File: src/rtl/seg7_pkg.sv
// seg7_pkg: shared constants and types for the four-digit seven-segment scanner.
//   NUM_DIGITS      - digits on the display
//   SEG_0..SEG_9    - active-low {g,f,e,d,c,b,a} glyph patterns
//   SEG_DASH        - pattern for non-decimal nibbles (segment g only)
//   SEG_OFF/AN_OFF  - all segments / all anodes dark
//   shadow_t        - frame-synchronous snapshot of the display inputs
package seg7_pkg;

    localparam int unsigned NUM_DIGITS = 4;
    localparam int unsigned IDX_W      = $clog2(NUM_DIGITS);

    localparam logic [6:0] SEG_0    = 7'h40;
    localparam logic [6:0] SEG_1    = 7'h79;
    localparam logic [6:0] SEG_2    = 7'h24;
    localparam logic [6:0] SEG_3    = 7'h30;
    localparam logic [6:0] SEG_4    = 7'h19;
    localparam logic [6:0] SEG_5    = 7'h12;
    localparam logic [6:0] SEG_6    = 7'h02;
    localparam logic [6:0] SEG_7    = 7'h78;
    localparam logic [6:0] SEG_8    = 7'h00;
    localparam logic [6:0] SEG_9    = 7'h10;
    localparam logic [6:0] SEG_DASH = 7'h3F;

    localparam logic [7:0]            SEG_OFF = 8'hFF;
    localparam logic [NUM_DIGITS-1:0] AN_OFF  = 4'b1111;

    typedef struct packed {
        logic [4*NUM_DIGITS-1:0] bcd;
        logic [NUM_DIGITS-1:0]   dp;
        logic [NUM_DIGITS-1:0]   blink_en;
        logic                    blank_lz;
    } shadow_t;

endpackage

File: src/rtl/seg7_decode.sv
// seg7_decode: combinational BCD nibble to active-low segment pattern.
//   nibble_i - 4-bit digit value; A..F render as a dash
//   seg_o    - active-low {g,f,e,d,c,b,a}
module seg7_decode
    import seg7_pkg::*;
(
    input  logic [3:0] nibble_i,
    output logic [6:0] seg_o
);

    always_comb begin
        seg_o = SEG_DASH;
        case (nibble_i)
            4'd0:    seg_o = SEG_0;
            4'd1:    seg_o = SEG_1;
            4'd2:    seg_o = SEG_2;
            4'd3:    seg_o = SEG_3;
            4'd4:    seg_o = SEG_4;
            4'd5:    seg_o = SEG_5;
            4'd6:    seg_o = SEG_6;
            4'd7:    seg_o = SEG_7;
            4'd8:    seg_o = SEG_8;
            4'd9:    seg_o = SEG_9;
            default: seg_o = SEG_DASH;
        endcase
    end

endmodule

File: src/rtl/seg7_scan.sv
// seg7_scan: four-digit time-multiplexed common-anode display driver.
//   clk, rst_n  - clock, asynchronous active-low reset
//   bcd         - packed digits {d3,d2,d1,d0}, two independent 0-99 byte fields
//   dp_in       - decimal point request per digit
//   blink_en    - blink request per digit
//   blank_lz    - blank leading zero of each byte field (digits 3 and 1)
//   enable      - live display enable; counters run regardless
//   an          - active-low anode select, an[0] = rightmost digit
//   seg         - active-low {dp,g,f,e,d,c,b,a}
//   frame_done  - one-cycle pulse in the cycle after the shadow snapshot loads
module seg7_scan
    import seg7_pkg::*;
#(
    parameter int unsigned SCAN_DIV     = 50000,
    parameter int unsigned GUARD        = 16,
    parameter int unsigned BLINK_FRAMES = 125
) (
    input  logic        clk,
    input  logic        rst_n,
    input  logic [15:0] bcd,
    input  logic [3:0]  dp_in,
    input  logic [3:0]  blink_en,
    input  logic        blank_lz,
    input  logic        enable,
    output logic [3:0]  an,
    output logic [7:0]  seg,
    output logic        frame_done
);

    localparam int unsigned PW = $clog2(SCAN_DIV);
    localparam int unsigned FW = (BLINK_FRAMES > 1) ? $clog2(BLINK_FRAMES) : 1;

    logic [PW-1:0]    presc_q;
    logic [IDX_W-1:0] idx_q;
    logic [FW-1:0]    frame_q;
    logic             blink_q;
    shadow_t          shadow_q;
    // Clears on reset so the aborted/first frame stays dark instead of
    // showing the all-zero reset snapshot.
    logic             valid_q;
    logic [3:0]       an_q;
    logic [7:0]       seg_q;
    logic             frame_done_q;

    logic             presc_wrap;
    logic             frame_wrap;
    logic [3:0]       nibble;
    logic [6:0]       pattern;
    logic             lz_blank;
    logic             dark;
    logic [3:0]       an_d;
    logic [7:0]       seg_d;

    seg7_decode u_decode (
        .nibble_i (nibble),
        .seg_o    (pattern)
    );

    always_comb begin
        presc_wrap = (presc_q == PW'(SCAN_DIV - 1));
        frame_wrap = presc_wrap && (idx_q == IDX_W'(NUM_DIGITS - 1));
        nibble     = shadow_q.bcd[{idx_q, 2'b00} +: 4];
        // Odd indices are the tens digit of each byte field.
        lz_blank   = shadow_q.blank_lz && idx_q[0] && (nibble == 4'd0);
        dark       = !valid_q
                  || (presc_q < PW'(GUARD))
                  || !enable
                  || (blink_q && shadow_q.blink_en[idx_q])
                  || lz_blank;
        an_d       = AN_OFF;
        seg_d      = SEG_OFF;
        if (!dark) begin
            an_d  = ~(4'b0001 << idx_q);
            seg_d = {~shadow_q.dp[idx_q], pattern};
        end
    end

    always_ff @(posedge clk or negedge rst_n) begin
        if (!rst_n) begin
            presc_q      <= '0;
            idx_q        <= '0;
            frame_q      <= '0;
            blink_q      <= 1'b0;
            shadow_q     <= '0;
            valid_q      <= 1'b0;
            an_q         <= AN_OFF;
            seg_q        <= SEG_OFF;
            frame_done_q <= 1'b0;
        end else begin
            an_q         <= an_d;
            seg_q        <= seg_d;
            frame_done_q <= frame_wrap;
            presc_q      <= presc_wrap ? '0 : presc_q + PW'(1);
            if (presc_wrap) begin
                idx_q <= idx_q + IDX_W'(1);
            end
            if (frame_wrap) begin
                shadow_q <= '{bcd: bcd, dp: dp_in, blink_en: blink_en, blank_lz: blank_lz};
                valid_q  <= 1'b1;
                if (frame_q == FW'(BLINK_FRAMES - 1)) begin
                    frame_q <= '0;
                    blink_q <= ~blink_q;
                end else begin
                    frame_q <= frame_q + FW'(1);
                end
            end
        end
    end

    assign an         = an_q;
    assign seg        = seg_q;
    assign frame_done = frame_done_q;

endmodule

File: config.mk
export PLATFORM = sky130hd
export DESIGN_NAME = seg7_scan
export DESIGN_NICKNAME = d
export VERILOG_FILES = /design/src/rtl/seg7_pkg.sv /design/src/rtl/seg7_decode.sv /design/src/rtl/seg7_scan.sv
export SDC_FILE = /design/constraint.sdc
export NUM_CORES = 1
export LEC_CHECK = 0
export CORE_UTILIZATION = 50
export DETAILED_ROUTE_END_ITERATION = 12
export PLACE_DENSITY = 0.78
export SYNTH_ARGS = -nofsm -noshare
export SYNTH_HDL_FRONTEND = slang
export SYNTH_SLANG_ARGS = --single-unit
File: constraint.sdc
create_clock -name clk -period 2.06 [get_ports clk]
set_clock_uncertainty 0.15 [all_clocks]
set_input_delay 0.515 -clock clk [delete_from_list [all_inputs] [get_ports clk]]
set_output_delay 0.515 -clock clk [all_outputs]
set_load 0.02 [all_outputs]
==> flow_summary.yaml, run 1 <==
outcome:
  status: "finished clean"
critical_path:
  critPathKind: "reg -> reg"
  slowest_stage: "mux4_2"
  worst_path_largest_cell_delay_ps: 580
  cp_data_arrival_time_ps: 2150
  path_cells: "mux4_2 -> buf_6 -> ha_4 -> or2_4 -> a21oi_2 -> o21ai_1"
  startpoint_type: "flip-flop"
  critPathMaxFanout: 5
  end_kind: "flip-flop"
  required_ps: 2180
clock_network:
  cts_hold_buf: 0
  clk_pin_slew_ps: 80
  clk_path_buf_depth: 2
  cts.sinks: 65
  cts_tree: "done"
  clock_latency_ps: 350
  ctsRootBufferMaster: "clkbuf_8"
  cts_buffers: 9
  htree_levels: 3
detailed_routing:
  wl_mm: 7.05
  ant_nets: 0
  first_pass_iters: 5
  drc: 0
  wl_per_cell_um: 17.1
  first_iter_violations: 163
  vias: 2325
  vias_per_cell: 5.66
finish:
  final_util_pct: 67.0
  diodes: 0
  final_cells: 411
  fin_nets: 368
  area_growth_pct: 28.7
  finalInstanceArea_um2: 4250
  n_fill_cell: 445
  drive_gt1_share_pct: 32.6
power:
  leakage_nw: 1.86
  p_seq_share_pct: 48.7
  intPower_mw: 2.10
  sw_frac_of_total_pct: 22.6
  p_per_area_nw_per_um2: 638
  ir_drop_v: 0.000629
  combPwrFrac_pct: 7.1
  clkPwrFrac_pct: 44.2
  switching_power_uw: 614
floorplan:
  core_area_um2: 6350
  ios: 41
  fp.dieH_um: 83.3
  initial_utilization_pct: 52.0
  die_w_um: 83.3
  dieArea_um2: 6940
  row_count: 29
placement:
  dp_hpwl_mm: 4.52
  dp_cells: 386
  postPlaceCellArea_um2: 3870
  place_congestion: 0.895
  io_buffer_count: 40
global_routing:
  antenna_found_initial: 0
  grt_pass1_vias: 2361
  overflow: 0
  grt_pass1_wl_mm: 11.5
  grt_usage_pct: 21.1
  grt_max_degree: 66
timing:
  timing.fmax_ghz: 0.491
  rsz0062_at_grt: "true"
  max-slew-margin-rel_pct: 73.4
  tightest_slew_ps: 388
  finalSetupTns_ps: 0
  post-route-period-util_pct: 98.9
  timing_hold_violations_final: 0
  slew_violations: 0
  setup_viol: 0
  fin_crit_ps: 2040
synthesis:
  ys_top_cells_by_area: "dfrtp_1, mux2_4, dfstp_2"
  yosysMostFrequentCell: "dfrtp_1"
  ys.flop_type: "dfrtp_1"
  async_flop_share_pct: 100
  synth.avg_cell_area_um2: 12.7
  synth_top_cell_by_area: "dfrtp_1"
  synth-edff-count: 0
  ys_ff_latch: 65
  synth-warning-count: 0
  syn-num-nets: 299
  ys_seq_area_share_pct: 49.7
  syn_area_um2: 3300
  yosysTopAreaCellShare_pct: 40.1
  synthCells: 260
  synthTopCellsByCount: "dfrtp_1, mux2_4, nor2_1"
  synth.distinct_cells: 49
worst_hold_path:
  hp-class: "in -> async"
job:
  maxCapViolCount: 0
## cell usage in the layout (no fill, tap or decap), types with 3 or more instances in the layout
cell / n
dfstp_2: 12
and3_1: 3
dfrtp_1: 52
clkbuf_8: 9
and4_1: 6
a21oi_1: 6
o21ai_1: 9
ha_1: 9
o31ai_1: 9
buf_4: 20
mux4_2: 5
dlygate4sd2_1: 12
nand3_2: 3
nand3_1: 8
nand4_1: 7
xnor2_1: 6
nor2_1: 16
nor2b_1: 3
inv_1: 7
mux2_4: 26
clkdlybuf4s50_1: 27
xor2_1: 9
nand2b_1: 3
nand2_1: 15
## power groups by stage
stage	Clock [mW]	Combinational (mW)	Sequential, mW
CTS	1.22	0.172	1.32
detailed placement	0	0.168	1.34
floorplan	0	0.0736	1.34
finish	1.20	0.193	1.32
global route	1.27	0.209	1.32
global placement	0	0.164	1.34
## path summary, 6_finish.rpt
path | from | to | slack, ps | cells past startpoint
worst max-delay path | idx_q[0]$_DFFE_PN0N_ | seg[3]$_DFF_PN1_ | 20 | 6
worst min-delay path | rst_n | shadow_q[9]$_DFFE_PN0P_ | 20 | 2
worst max register to register | idx_q[0]$_DFFE_PN0N_ | seg[3]$_DFF_PN1_ | 20 | 6
worst min register to register | blink_q$_DFFE_PN0P_ | blink_q$_DFFE_PN0P_ | 320 | 1
max in group asynchronous | rst_n | an[0]$_DFF_PN1_ | 1420 | 2
min in group clk | blink_q$_DFFE_PN0P_ | blink_q$_DFFE_PN0P_ | 320 | 1
## sequential cells by signal, indices dropped and copies added (netlist names)
register,count
valid_q,1
an,4
blink_q,1
idx_q,2
frame_done,1
presc_q,16
shadow_q,25
frame_q,7
seg,8
## critical path: cells and delay by family (launching register included)
kind | cells | cell delay [ps]
buffers and inverters | 1 | 160
AND/OR/NAND/NOR | 1 | 240
AO/OA/AOI/OAI | 2 | 250
adder cells (fa/ha/maj) | 1 | 150
multiplexers | 1 | 580
flip-flops | 1 | 440
## timing repair
item	4_1_cts	5_1_grt
gates resized for setup	12	21
pin swaps	2	11
cloned	0	1
setup buffers	1	7
endpoints found under the setup margin	15	32
## final cells by class
| cell class | instances | area [um^2] | share of cell area (%) |
|---|---|---|---|
| well taps | 77 | 96.3 | 2.26 |
| clock inverters | 6 | 92.6 | 2.18 |
| multi-input cells | 178 | 1640 | 38.5 |
| repair buffers | 65 | 613 | 14.4 |
| clock buffers | 10 | 128 | 3.00 |
| flip-flops and latches | 65 | 1640 | 38.6 |
| inverters | 10 | 42.5 | 1.00 |
## cells by family (layout without fill, tap and decap cells)
group / Yosys count / count (layout) / synth area share, %
buffers and inverters: 17 / 91 / 2.92
and+or+nand+nor: 82 / 82 / 15.3
xor gates and xnor gates: 15 / 15 / 3.98
AOI/OAI and AO/OA: 36 / 36 / 7.16
muxes: 34 / 34 / 16.8
DFF: 65 / 65 / 49.7
adders and majority gates: 11 / 11 / 4.17
## metrics by stage
stage / power (mW) / hold WS, ps / worst slack (ps)
finish: 2.72 / 17.6 / 23.1
global route: 2.81 / 44.5 / -46.8
CTS: 2.71 / 28.4 / 10.7
detailed placement: 1.51 / 308 / -20.9
global placement: 1.51 / 298 / 76.4
floorplan: 1.41 / 69.4 / 6.51
## routing by layer
metal  wire length (um)  track usage (%)  up-vias  share of wire [%]
met5                  0                0        -                  0
met4                161             5.64        0                2.3
met3                332             6.96       16                4.7
met2               3520             34.4       54                 50
met1               3030             27.0     1173                 43
li1                   -                -     1082                  -
No activity file was read; power rests on OpenSTA's default activity.
==> run 2: changes to the inputs <==
- CELL_PAD_IN_SITES_DETAIL_PLACEMENT: unset -> 0
- CELL_PAD_IN_SITES_GLOBAL_PLACEMENT: unset -> 1
- CORE_UTILIZATION: 50 -> 42
- CTS_BUF_LIST: unset -> sky130_fd_sc_hd__clkbuf_4
- PLACE_DENSITY: 0.78 -> 0.8
==> flow_summary.yaml, run 2 (synthesized netlist as in run 1, its figures left out) <==
finish:
  diodes: 0
  largest_register: "shadow_q"
  drive_gt1_share_pct: 30.2
  final_cells: 430
  final_util_pct: 55.5
  n_fill_cell: 659
  fin_nets: 365
  largest_register_ffs: 25
  layout_common_cells: "dfrtp_1, mux2_4, clkdlybuf4s50_1"
  area_growth_pct: 25.1
  final_common_cell: "dfrtp_1"
worst_hold_path:
  whs_endpoint: "blink_q$_DFFE_PN0P_"
  whs_path_depth: 1
  hp-class: "reg -> reg"
  min_from: "blink_q$_DFFE_PN0P_"
timing:
  post-route-period-util_pct: 96.7
  slew_violations: 0
  rsz0062_at_grt: "true"
  setup_viol: 0
  setup_ws_ps: 67.6
  fin_crit_ps: 1990
  tightest_slew_ps: 329
  timing_hold_violations_final: 0
  max-slew-margin-rel_pct: 77.4
  finalSetupTns_ps: 0
  timing.fmax_ghz: 0.502
critical_path:
  r2r_start: "idx_q[0]$_DFFE_PN0N_"
  r2r_cells: 6
  cp_data_arrival_time_ps: 2170
  startpoint_type: "flip-flop"
  critPathMaxFanout: 5
  critPathKind: "reg -> reg"
  required_ps: 2240
  reg2reg_slack_ps: 70
  end_kind: "flip-flop"
  crit-reg2reg-capture: "seg[5]$_DFF_PN1_"
clock_network:
  cts_buffers: 9
  cts.sinks: 65
  clk_pin_slew_ps: 110
  htree_levels: 3
  cts_tree: "done"
  ctsRootBufferMaster: "clkbuf_4"
  clk_path_buf_depth: 2
  clock_latency_ps: 410
floorplan:
  fp.dieH_um: 90.7
  row_count: 31
  initial_utilization_pct: 44.4
  dieArea_um2: 8230
  ios: 41
  die_w_um: 90.7
  core_area_um2: 7450
detailed_routing:
  ant_nets: 0
  vias: 2249
  first_pass_iters: 4
  vias_per_cell: 5.23
  drc: 0
  wl_per_cell_um: 15.4
  first_iter_violations: 114
  wl_mm: 6.61
global_routing:
  grt_max_degree: 66
  grt_pass1_wl_mm: 11.3
  grt_pass1_vias: 2281
  overflow: 0
  grt_usage_pct: 17.5
  antenna_found_initial: 0
power:
  leakage_nw: 1.81
  p_per_area_nw_per_um2: 569
  ir_drop_v: 0.000318
outcome:
  status: "finished clean"
job:
  maxCapViolCount: 0
placement:
  dp_hpwl_mm: 4.56
  io_buffer_count: 40
  preCtsSetupSlack_ps: 23.2
  place_congestion: 0.806
  dp_cells: 409
## run 2: how the worst max path moves through the flow
stage | endpoint | startpoint | cells past startpoint | slack [ps]
floorplan | an[3]$_DFF_PN1_ | idx_q[0]$_DFFE_PN0N_ | 8 | 7
global placement | an[3]$_DFF_PN1_ | idx_q[0]$_DFFE_PN0N_ | 5 | 70
detailed placement | seg[6]$_DFF_PN1_ | idx_q[0]$_DFFE_PN0N_ | 6 | 20
CTS | an[0]$_DFF_PN1_ | idx_q[0]$_DFFE_PN0N_ | 5 | 20
global route | seg[0]$_DFF_PN1_ | idx_q[0]$_DFFE_PN0N_ | 6 | -10
finish | seg[5]$_DFF_PN1_ | idx_q[0]$_DFFE_PN0N_ | 6 | 70
## run 2: metrics by stage
stage | hold slack [ps] | instance area [um^2] | power, mW
floorplan | 69.4 | 3310 | 1.41
global placement | 316 | 3920 | 1.51
detailed placement | 320 | 3920 | 1.51
CTS | 339 | 4060 | 2.38
global route | 361 | 4130 | 2.46
finish | 329 | 4130 | 2.35
## run 2: layer usage
layer / GRT usage (%) / part of all wire [%] / up-vias
met2: 29.1 / 50 / 46
met1: 22.2 / 45 / 1114
met4: 4.03 / 0.88 / 0
met5: 0 / 0 / -
li1: - / - / 1083
met3: 5.72 / 4.0 / 6
## run 2: cell type report
type	instances	area [um^2]	area share, %
Multi-Input combinational cell	178	1610	39.0
Inverter	10	37.5	0.908
Timing Repair Buffer	62	579	14.0
Tap cell	99	124	3.00
Sequential cell	65	1640	39.7
Clock buffer	9	67.6	1.63
Clock inverter	7	70.1	1.69
## run 2: where the power goes
group | switching (mW) | leakage [nW] | internal [mW]
sequential | 0.0200 | 0.793 | 1.30
clock | 0.486 | 0.0660 | 0.367
combinational | 0.0679 | 0.947 | 0.108
## run 2: worst max-delay path, cell delays in order, from the launching register on
cell      delay, ps
dfrtp_2         450
mux4_2          570
buf_6           140
buf_4           120
ha_1            180
nor2_1          170
o311ai_1        120
## run 2: repair_timing
item                                   in CTS  in global routing
hold buffers                                1                  0
setup buffers                               1                  3
resized for setup                          13                 11
endpoints found under the hold margin      53                  0
setup endpoints to repair                  16                 44
pin swaps                                   0                  7
